[src/rtl/count_down_timer_pkg.sv]
// ============================================================================
// Module      : count_down_timer_pkg
// Description : Shared types and seven-segment constants for count_down_timer.
// Revision    : 1.0 - initial release
// ============================================================================
`default_nettype none

package count_down_timer_pkg;

    localparam int unsigned COUNT_W = 4;
    localparam int unsigned SEG_W   = 8;

    typedef enum logic [1:0] {
        ST_IDLE = 2'd0,
        ST_RUN  = 2'd1,
        ST_DONE = 2'd2
    } state_t;

    // Active-low patterns, bit order {dp,g,f,e,d,c,b,a}, decimal point off.
    localparam logic [SEG_W-1:0] SEG_BLANK   = 8'hFF;
    localparam logic [SEG_W-1:0] SEG_DIGIT_0 = 8'hC0;
    localparam logic [SEG_W-1:0] SEG_DIGIT_1 = 8'hF9;
    localparam logic [SEG_W-1:0] SEG_DIGIT_2 = 8'hA4;
    localparam logic [SEG_W-1:0] SEG_DIGIT_3 = 8'hB0;
    localparam logic [SEG_W-1:0] SEG_DIGIT_4 = 8'h99;
    localparam logic [SEG_W-1:0] SEG_DIGIT_5 = 8'h92;
    localparam logic [SEG_W-1:0] SEG_DIGIT_6 = 8'h82;
    localparam logic [SEG_W-1:0] SEG_DIGIT_7 = 8'hF8;
    localparam logic [SEG_W-1:0] SEG_DIGIT_8 = 8'h80;
    localparam logic [SEG_W-1:0] SEG_DIGIT_9 = 8'h90;

endpackage : count_down_timer_pkg

`default_nettype wire

[src/rtl/count_down_timer_seg7_decoder.sv]
// ============================================================================
// Module      : seg7_decoder
// Description : BCD digit to active-low seven-segment pattern; >9 is blank.
// Revision    : 1.0 - initial release
// ============================================================================
`default_nettype none

module seg7_decoder
    import count_down_timer_pkg::*;
(
    input  logic [COUNT_W-1:0] digit_i,
    output logic [SEG_W-1:0]   seg_o
);

    always_comb begin
        seg_o = SEG_BLANK;
        case (digit_i)
            4'd0:    seg_o = SEG_DIGIT_0;
            4'd1:    seg_o = SEG_DIGIT_1;
            4'd2:    seg_o = SEG_DIGIT_2;
            4'd3:    seg_o = SEG_DIGIT_3;
            4'd4:    seg_o = SEG_DIGIT_4;
            4'd5:    seg_o = SEG_DIGIT_5;
            4'd6:    seg_o = SEG_DIGIT_6;
            4'd7:    seg_o = SEG_DIGIT_7;
            4'd8:    seg_o = SEG_DIGIT_8;
            4'd9:    seg_o = SEG_DIGIT_9;
            default: seg_o = SEG_BLANK;
        endcase
    end

endmodule : seg7_decoder

`default_nettype wire

[src/rtl/count_down_timer.sv]
// ============================================================================
// Module      : count_down_timer
// Description : Single-digit 1 Hz countdown with done flag and 7-seg display.
// Revision    : 1.0 - initial release
// ============================================================================
`default_nettype none

module count_down_timer
    import count_down_timer_pkg::*;
#(
    parameter int START_COUNT = 9
) (
    input  logic             Clk1Hz,
    input  logic             Rst,
    input  logic             start,
    output logic             done,
    output logic [SEG_W-1:0] seg
);

    generate
        if (START_COUNT < 0 || START_COUNT > 9) begin : g_bad_start_count
            $error("count_down_timer: START_COUNT must be in 0..9");
        end
    endgenerate

    localparam logic [COUNT_W-1:0] c_LOAD_COUNT = COUNT_W'(START_COUNT);
    // A zero preset expires on the very edge that loads it.
    localparam state_t             c_LOAD_STATE = (START_COUNT == 0) ? ST_DONE : ST_RUN;
    localparam logic               c_LOAD_DONE  = (START_COUNT == 0);

    state_t             state_q, state_d;
    logic [COUNT_W-1:0] count_q, count_d;
    logic               done_q,  done_d;
    logic [SEG_W-1:0]   dec_seg;

    always_comb begin
        state_d = state_q;
        count_d = count_q;
        done_d  = done_q;
        if (start) begin
            state_d = c_LOAD_STATE;
            count_d = c_LOAD_COUNT;
            done_d  = c_LOAD_DONE;
        end else begin
            case (state_q)
                ST_IDLE: begin
                    count_d = '0;
                    done_d  = 1'b0;
                end
                ST_RUN: begin
                    if (count_q <= 4'd1) begin
                        state_d = ST_DONE;
                        count_d = '0;
                        done_d  = 1'b1;
                    end else begin
                        count_d = count_q - 4'd1;
                        done_d  = 1'b0;
                    end
                end
                ST_DONE: begin
                    count_d = '0;
                    done_d  = 1'b1;
                end
                default: begin
                    state_d = ST_IDLE;
                    count_d = '0;
                    done_d  = 1'b0;
                end
            endcase
        end
    end

    always_ff @(posedge Clk1Hz or posedge Rst) begin
        if (Rst) begin
            state_q <= ST_IDLE;
            count_q <= '0;
            done_q  <= 1'b0;
        end else begin
            state_q <= state_d;
            count_q <= count_d;
            done_q  <= done_d;
        end
    end

    seg7_decoder u_seg7_decoder (
        .digit_i (count_q),
        .seg_o   (dec_seg)
    );

    assign seg  = (state_q == ST_IDLE) ? SEG_BLANK : dec_seg;
    assign done = done_q;

endmodule : count_down_timer

`default_nettype wire

[config.mk]
export PLATFORM = sky130hd
export DESIGN_NAME = count_down_timer
export DESIGN_NICKNAME = d
export VERILOG_FILES = /design/src/rtl/count_down_timer_pkg.sv /design/src/rtl/count_down_timer_seg7_decoder.sv /design/src/rtl/count_down_timer.sv
export SDC_FILE = /design/constraint.sdc
export NUM_CORES = 1
export LEC_CHECK = 0
export BUFFER_PORTS_ARGS = -buffer_cell sky130_fd_sc_hd__buf_4
export CORE_AREA = 2 2 40 42
export DETAILED_ROUTE_END_ITERATION = 12
export DIE_AREA = 0 0 42 44
export HOLD_SLACK_MARGIN = 0.1
export PLACE_DENSITY = 0.67
export REMOVE_ABC_BUFFERS = 1
export SLEW_MARGIN = 0
export SYNTH_ARGS = -nofsm -noshare
export SYNTH_HDL_FRONTEND = slang
export SYNTH_SLANG_ARGS = --single-unit
[constraint.sdc]
create_clock -name Clk1Hz -period 1.7 [get_ports Clk1Hz]
set_clock_uncertainty 0.15 [all_clocks]
set_input_delay 0.34 -clock Clk1Hz [delete_from_list [all_inputs] [get_ports Clk1Hz]]
set_output_delay 0.34 -clock Clk1Hz [all_outputs]
set_load 0.1 [all_outputs]
==> results of run 1 <==
## state kept, by name, summed over array words and instances, names as in the netlist
register,flops
count_q,4
done,1
state_q,2
## metrics by stage
step                hold slack [ns]   util  instances  setup WS (ns)  setup TNS, ns
CTS                           0.151  0.661        114         -0.346          -2.24
global route                  0.162  0.689        114         -0.451          -2.88
floorplan                  -0.00660      -         65          -1.16          -6.74
global placement              0.144  0.561        108         -0.165         -0.846
detailed placement            0.152  0.561        108         -0.205          -1.01
finish                        0.159  0.689        114         -0.376          -2.28
## final cells by class
cell class | instances | area [um2] | share of cell area
clock buffers | 4 | 26.3 | 0.0269
inverters | 7 | 26.3 | 0.0269
multi-input cells | 51 | 474 | 0.485
flip-flops and latches | 7 | 175 | 0.179
well taps | 16 | 20.0 | 0.0205
repair buffers | 29 | 255 | 0.261
## cells in the mapped netlist (2+ instances only)
| master | count |
|---|---|
| nor2_1 | 6 |
| a31oi_1 | 2 |
| buf_4 | 2 |
| a21oi_1 | 6 |
| o21bai_1 | 8 |
| nor3b_1 | 2 |
| nor3_1 | 6 |
| inv_1 | 7 |
| ha_1 | 9 |
| or2b_1 | 2 |
| nand2b_1 | 2 |
| dfrtp_1 | 7 |
## worst min-delay path by stage
stage / cells past startpoint / end / slack, ns
2_1_floorplan: 1 / count_q[0] / -0.007
3_3_place_gp: 2 / state_q[0] / 0.14
3_5_place_dp: 2 / state_q[0] / 0.15
4_1_cts: 2 / count_q[1] / 0.15
5_1_grt: 2 / count_q[1] / 0.16
6_report: 2 / count_q[1] / 0.16
## logic make-up after synthesis
kind of cell | Yosys count | synth area share
flops | 7 | 0.289
xor+xnor | 1 | 0.0144
compound gates | 19 | 0.212
simple gates | 21 | 0.194
other cells | 1 | 0.00618
fa+ha+maj | 9 | 0.186
buf+inv | 12 | 0.0990
## repair_timing
item	in CTS	in global routing
endpoints found under the hold margin	7	0
setup buffers	3	0
pin swaps	9	3
hold buffers	1	0
resized for setup	25	7
setup endpoints to repair	7	7
cloned	0	0
## metal layers
metal / up-vias / wire length, um
li1: 288 / -
met1: 272 / 517
met2: 21 / 829
met3: 4 / 63
met4: 0 / 44
met5: - / 0
==> qor.csv, run 1 <==
metric,value,unit
h-tree-depth,1,
maxCapViolCount,0,
async_flop_share,1.00,
drive_above_1_share,0.520,
synthesis.area,607,um2
synth.distinct_cells,23,
row_count,14,
syn_avg_cell_area,8.67,um2
grtUsageMet2,0.378,
synth_largest_area_cell,dfrtp_1,
busiest_layer,met2,
finalSetupViolCount,7,
viasPerCell,5.13,
synth_ff_type,dfrtp_1,
remaining_drc_errors,0,
worstPathMaxFanout,4,
hold_path_class,input port to register,
clkSlewWorstSetupHoldPaths,0.05,ns
ios,12,
status,"finished, violations left",
finalNetCount,111,
yosysSeqAreaShare,0.289,
cts.sinks,7,
hp-start,start,
crit_end,seg[5],
die_h,44,um
ant_nets,0,
min_period_over_period,1.22,
chipWidth,42,um
crit_type,register to primary output,
core_area,1420,um2
period_minus_slack,2.08,ns
clockRootBuffer,clkbuf_4,
routed-via-count,585,
layout_commonest_cell,buf_4,
grt_usage,0.194,
timing.final.ws_setup,-0.376,ns
grtUsageMet3,0.0250,
endpoint_kind,primary output,
antenna_found_initial,0,
start_util,0.428,
drt_wl_total,1460,um
gp_congestion,0.785,
reg2reg_from,count_q[0],
antennaDiodeCount,0,
syn_to_final_growth,61.0,%
portBuffers,10,
drt_iter0_markers,8,
fillers,113,
crit_family,flip-flops,
r2r_setup_slack,0.12,ns
hold_viol_final,0,
rr_worst_depth,5,
fin_area,977,um2
syn_inst,70,
ys_warn_count,0,
synth_top_area_share,0.289,
grt_first_pass_wirelength,2640,um
die_area,1850,um2
crit_required,1.21,ns
drv_slew,0,
path_buf_inv,2,
slowest_stage,dfrtp_1,
setup.worst_path.start,count_q[0],
place_area,796,um2
tritoncts,yes,
clk_path_buf_depth,2,
grt_max_degree,9,
violations,setup timing,
cp-start-kind,register,
cp_cell_sequence,inv_2 > ha_4 > or2b_1 > a21oi_2 > o21bai_1 > buf_6,
dp_hpwl,1080,um
rsz0062_at_grt,true,
grt_overflow,0,
grt_pass1_vias,625,
synth_edf_count,0,
fmaxAchievable,0.482,GHz
max_stage_delay,0.41,ns
cp_num_cells,6,
cts-buffers-inserted,3,
dr.pass1.iters,4,
clk_latency,0.25,ns
ys_ff_latch,7,
ys_top_cells_by_area,"dfrtp_1 (29%), ha_1 (19%), o21bai_1 (9.9%)",
use_met1,0.195,
r2r_end,count_q[3],
crit_arrival,1.59,ns
wire_per_inst,12.8,um
final_cell_mix,"buf_4 (21), o21bai_1 (8), dfrtp_1 (7), buf_6 (6)",
Power of run 1 is not shown: default switching activity piles up to over one toggle a cycle in this logic, so the estimate is an artifact.
==> run 2: changes to the inputs <==
Settings changed: CORE_AREA 2 2 40 42 to 2 2 45 47, DIE_AREA 0 0 42 44 to 0 0 47 49, HOLD_SLACK_MARGIN 0.1 to 0.02, PLACE_DENSITY 0.67 to default.
==> qor.csv, run 2 (synthesized netlist as in run 1, its figures left out) <==
metric,value,unit
final_util,0.558,
worstPathMaxFanout,4,
drive_above_1_share,0.551,
crit_type,register to primary output,
max_stage_delay,0.47,ns
r2r_end,count_q[0],
rr_worst_depth,5,
status,"finished, violations left",
crit_required,1.21,ns
drt_wl_total,1390,um
grt_pass1_vias,577,
multiInputGateArea,482,um2
grt_max_degree,10,
cp_cell_sequence,inv_4 > ha_4 > or2b_1 > a21oi_2 > o21bai_1 > buf_6,
period_minus_slack,2.07,ns
regMostFlops,count_q,
core_area,1840,um2
clk_path_buf_depth,2,
violations,setup timing,
dr.pass1.iters,4,
reg2reg_from,count_q[0],
crit_arrival,1.58,ns
largest_reg_flops,4,
finalNetCount,111,
start_util,0.329,
final_cell_mix,"buf_4 (17), buf_6 (9), o21bai_1 (8)",
hold_depth,2,
die_h,49,um
hold_viol_final,0,
routed-via-count,564,
drt_iter0_markers,3,
ant_nets,0,
row_count,16,
hp-start,start,
fmaxAchievable,0.483,GHz
hold-path-endpoint,count_q[2],
drv_slew,0,
remaining_drc_errors,0,
wire_per_inst,11.1,um
dp_hpwl,1030,um
min_period_over_period,1.22,
antennaDiodeCount,0,
maxCapViolCount,0,
die_area,2300,um2
hold_path_class,input port to register,
chipWidth,47,um
ios,12,
slowest_stage,dfrtp_2,
viasPerCell,4.51,
gp_congestion,0.789,
fillers,160,
grt_usage,0.146,
cts.sinks,7,
h-tree-depth,1,
rsz0062_at_grt,true,
whs,0.166,ns
place_area,787,um2
syn_to_final_growth,69.3,%
clkSlewWorstSetupHoldPaths,0.05,ns
layout_commonest_cell,buf_4,
portBuffers,10,
grt_first_pass_wirelength,2500,um
clockRootBuffer,clkbuf_4,
cts-buffers-inserted,3,
cp-start-kind,register,
antenna_found_initial,0,
final-seq-area,178,um2
tritoncts,yes,
clk_latency,0.24,ns
finalSetupViolCount,7,
r2r_setup_slack,0.11,ns
fin_area,1030,um2
timing.final.ws_setup,-0.373,ns
grt_overflow,0,
endpoint_kind,primary output,
-- run 2: cell counts in the layout (fill, tap and decap cells not counted) --
Identical to the previous run, type by type.
-- run 2: layer usage --
layer / GRT usage / share of wire / up-vias
li1: - / - / 292
met1: 0.191 / 0.43 / 260
met2: 0.235 / 0.54 / 10
met3: 0.0333 / 0.024 / 2
met4: 0.0417 / 0.0065 / 0
met5: 0 / 0 / -
-- run 2: layout make-up --
class / instances / share of cell area
flip-flops and latches: 7 / 0.173
inverters: 7 / 0.0280
well taps: 27 / 0.0329
repair buffers: 29 / 0.272
clock buffers: 4 / 0.0256
multi-input cells: 51 / 0.469
-- run 2: worst max path at each step --
stage,start,endpoint,slack (ns),depth (start not counted)
final,count_q[0],seg[5],-0.37,6
after global placement,count_q[0],seg[3],-0.18,5
after floorplan,count_q[0],seg[3],-1.16,4
after global routing,count_q[0],seg[5],-0.46,6
after detailed placement,count_q[1],seg[3],-0.22,6
after CTS,count_q[0],seg[4],-0.38,6
-- run 2: per-stage QoR --
stage,instances,TNS [ns],setup WS [ns]
3_5_place_dp,116,-1.13,-0.216
6_report,125,-2.34,-0.373
4_1_cts,124,-2.41,-0.377
5_1_grt,125,-2.87,-0.457
2_1_floorplan,65,-6.74,-1.16
3_3_place_gp,116,-0.958,-0.179
-- run 2: critical path, delay by kind of cell, from the launching register on --
family / cells / cell delay (ns)
AO/OA/AOI/OAI: 2 / 0.19
adder cells (fa/ha/maj): 1 / 0.15
buffers and inverters: 2 / 0.29
flip-flops: 1 / 0.47
AND/OR/NAND/NOR: 1 / 0.24
-- run 2: timing repair --
item | 4_1_cts | 5_1_grt
pin swaps | 11 | 10
endpoints found under the hold margin | 7 | 0
setup buffers | 3 | 2
gates resized for setup | 25 | 14
hold buffers | 1 | 0
endpoints found under the setup margin | 7 | 7
Power of run 2 is left out for the same reason.
==> run 3: changes to the inputs <==
Settings changed: RECOVER_POWER from default to 100.
==> qor.csv, run 3 (synthesized netlist as in run 1, its figures left out) <==
metric,value,unit
violations,setup timing,
final_cell_mix,"buf_4 (14), buf_6 (9), o21bai_1 (8)",
cp-start-kind,register,
chipWidth,47,um
drt_iter0_markers,3,
hold_viol_final,0,
worstPathMaxFanout,4,
timing.final.ws_setup,-0.382,ns
period_minus_slack,2.08,ns
ios,12,
portBuffers,10,
regMostFlops,count_q,
finalSetupViolCount,7,
status,"finished, violations left",
grt_max_degree,10,
clk_latency,0.25,ns
r2r_setup_slack,0.10,ns
drive_above_1_share,0.531,
clk_path_buf_depth,2,
r2r_end,count_q[0],
viasPerCell,4.52,
die_h,49,um
hold-path-endpoint,count_q[2],
crit_required,1.21,ns
layout_commonest_cell,buf_4,
start_util,0.329,
final_util,0.554,
fmaxAchievable,0.480,GHz
hold_depth,2,
worst_pin_slew,0.541,ns
wire_per_inst,11.2,um
syn_to_final_growth,68.2,%
grt_usage,0.146,
cts-buffers-inserted,3,
min_period_over_period,1.22,
crit_arrival,1.59,ns
antenna_found_initial,0,
clkSlewWorstSetupHoldPaths,0.05,ns
endpoint_kind,primary output,
dp_hpwl,1030,um
clockRootBuffer,clkbuf_4,
tritoncts,yes,
slew_headroom,0.641,
crit_type,register to primary output,
rr_worst_depth,5,
core_area,1840,um2
reg2reg_from,count_q[0],
ant_nets,0,
rsz0062_at_grt,true,
row_count,16,
routed-via-count,565,
largest_reg_flops,4,
hold_path_class,input port to register,
finalNetCount,111,
drt_wl_total,1410,um
h-tree-depth,1,
dr.pass1.iters,4,
die_area,2300,um2
maxCapViolCount,0,
remaining_drc_errors,0,
drv_slew,0,
gp_congestion,0.789,
grt_first_pass_wirelength,2500,um
antennaDiodeCount,0,
cts.sinks,7,
hp-start,start,
grt_pass1_vias,577,
grt_overflow,0,
## run 3: cell types whose count changed in the layout (fill, tap and decap cells not counted)
cell,before,now
buf_4,17,14
a21bo_1,0,1
a21bo_2,1,0
clkbuf_1,1,2
clkbuf_2,0,1
clkbuf_4,3,4
## run 3: timing repair
item / 4_1_cts / 5_1_grt
endpoints found under the setup margin: 7 / 7
hold buffers: 1 / 0
resized for setup: 25 / 14
hold endpoints to repair: 7 / 0
cloned: 0 / 0
setup buffers: 3 / 2
pin swaps: 11 / 10
## run 3: critical path, stage by stage, from the launching register on
cell and delay (ns):
dfrtp_2 0.47, inv_4 0.10, ha_4 0.15, or2b_1 0.24, a21oi_2 0.11, o21bai_1 0.08, buf_6 0.19
## run 3: how the worst max path moves through the flow
stage,from,to,slack (ns)
detailed placement,count_q[1],seg[3],-0.22
finish,count_q[0],seg[5],-0.38
CTS,count_q[0],seg[4],-0.38
global route,count_q[0],seg[5],-0.46
global placement,count_q[0],seg[3],-0.18
floorplan,count_q[0],seg[3],-1.16
## run 3: cell type report
cell class / count / area [um2]
multi-input cells: 51 / 482
fillers: 163 / 821
flip-flops and latches: 7 / 178
clock buffers: 4 / 26.3
well taps: 27 / 33.8
repair buffers: 29 / 273
inverters: 7 / 28.8
## run 3: per-stage QoR
stage                     setup WS [ns]  setup TNS, ns  cell area (um2)  hold WS, ns  instances
after floorplan                   -1.16          -6.74              573     -0.00660         65
after global routing             -0.457          -2.87             1020        0.165        125
after global placement           -0.179         -0.958              787        0.143        116
after detailed placement         -0.216          -1.13              787        0.148        116
final                            -0.382          -2.40             1020        0.163        125
after CTS                        -0.377          -2.41              951        0.159        124
## run 3: metal layers
| metal | global-route usage | routed length [um] | vias to the layer above |
|---|---|---|---|
| li1 | - | - | 291 |
| met1 | 0.191 | 621 | 260 |
| met2 | 0.235 | 737 | 12 |
| met3 | 0.0333 | 37 | 2 |
| met4 | 0.0417 | 9 | 0 |
| met5 | 0 | 0 | - |
Power of run 3 is left out for the same reason.
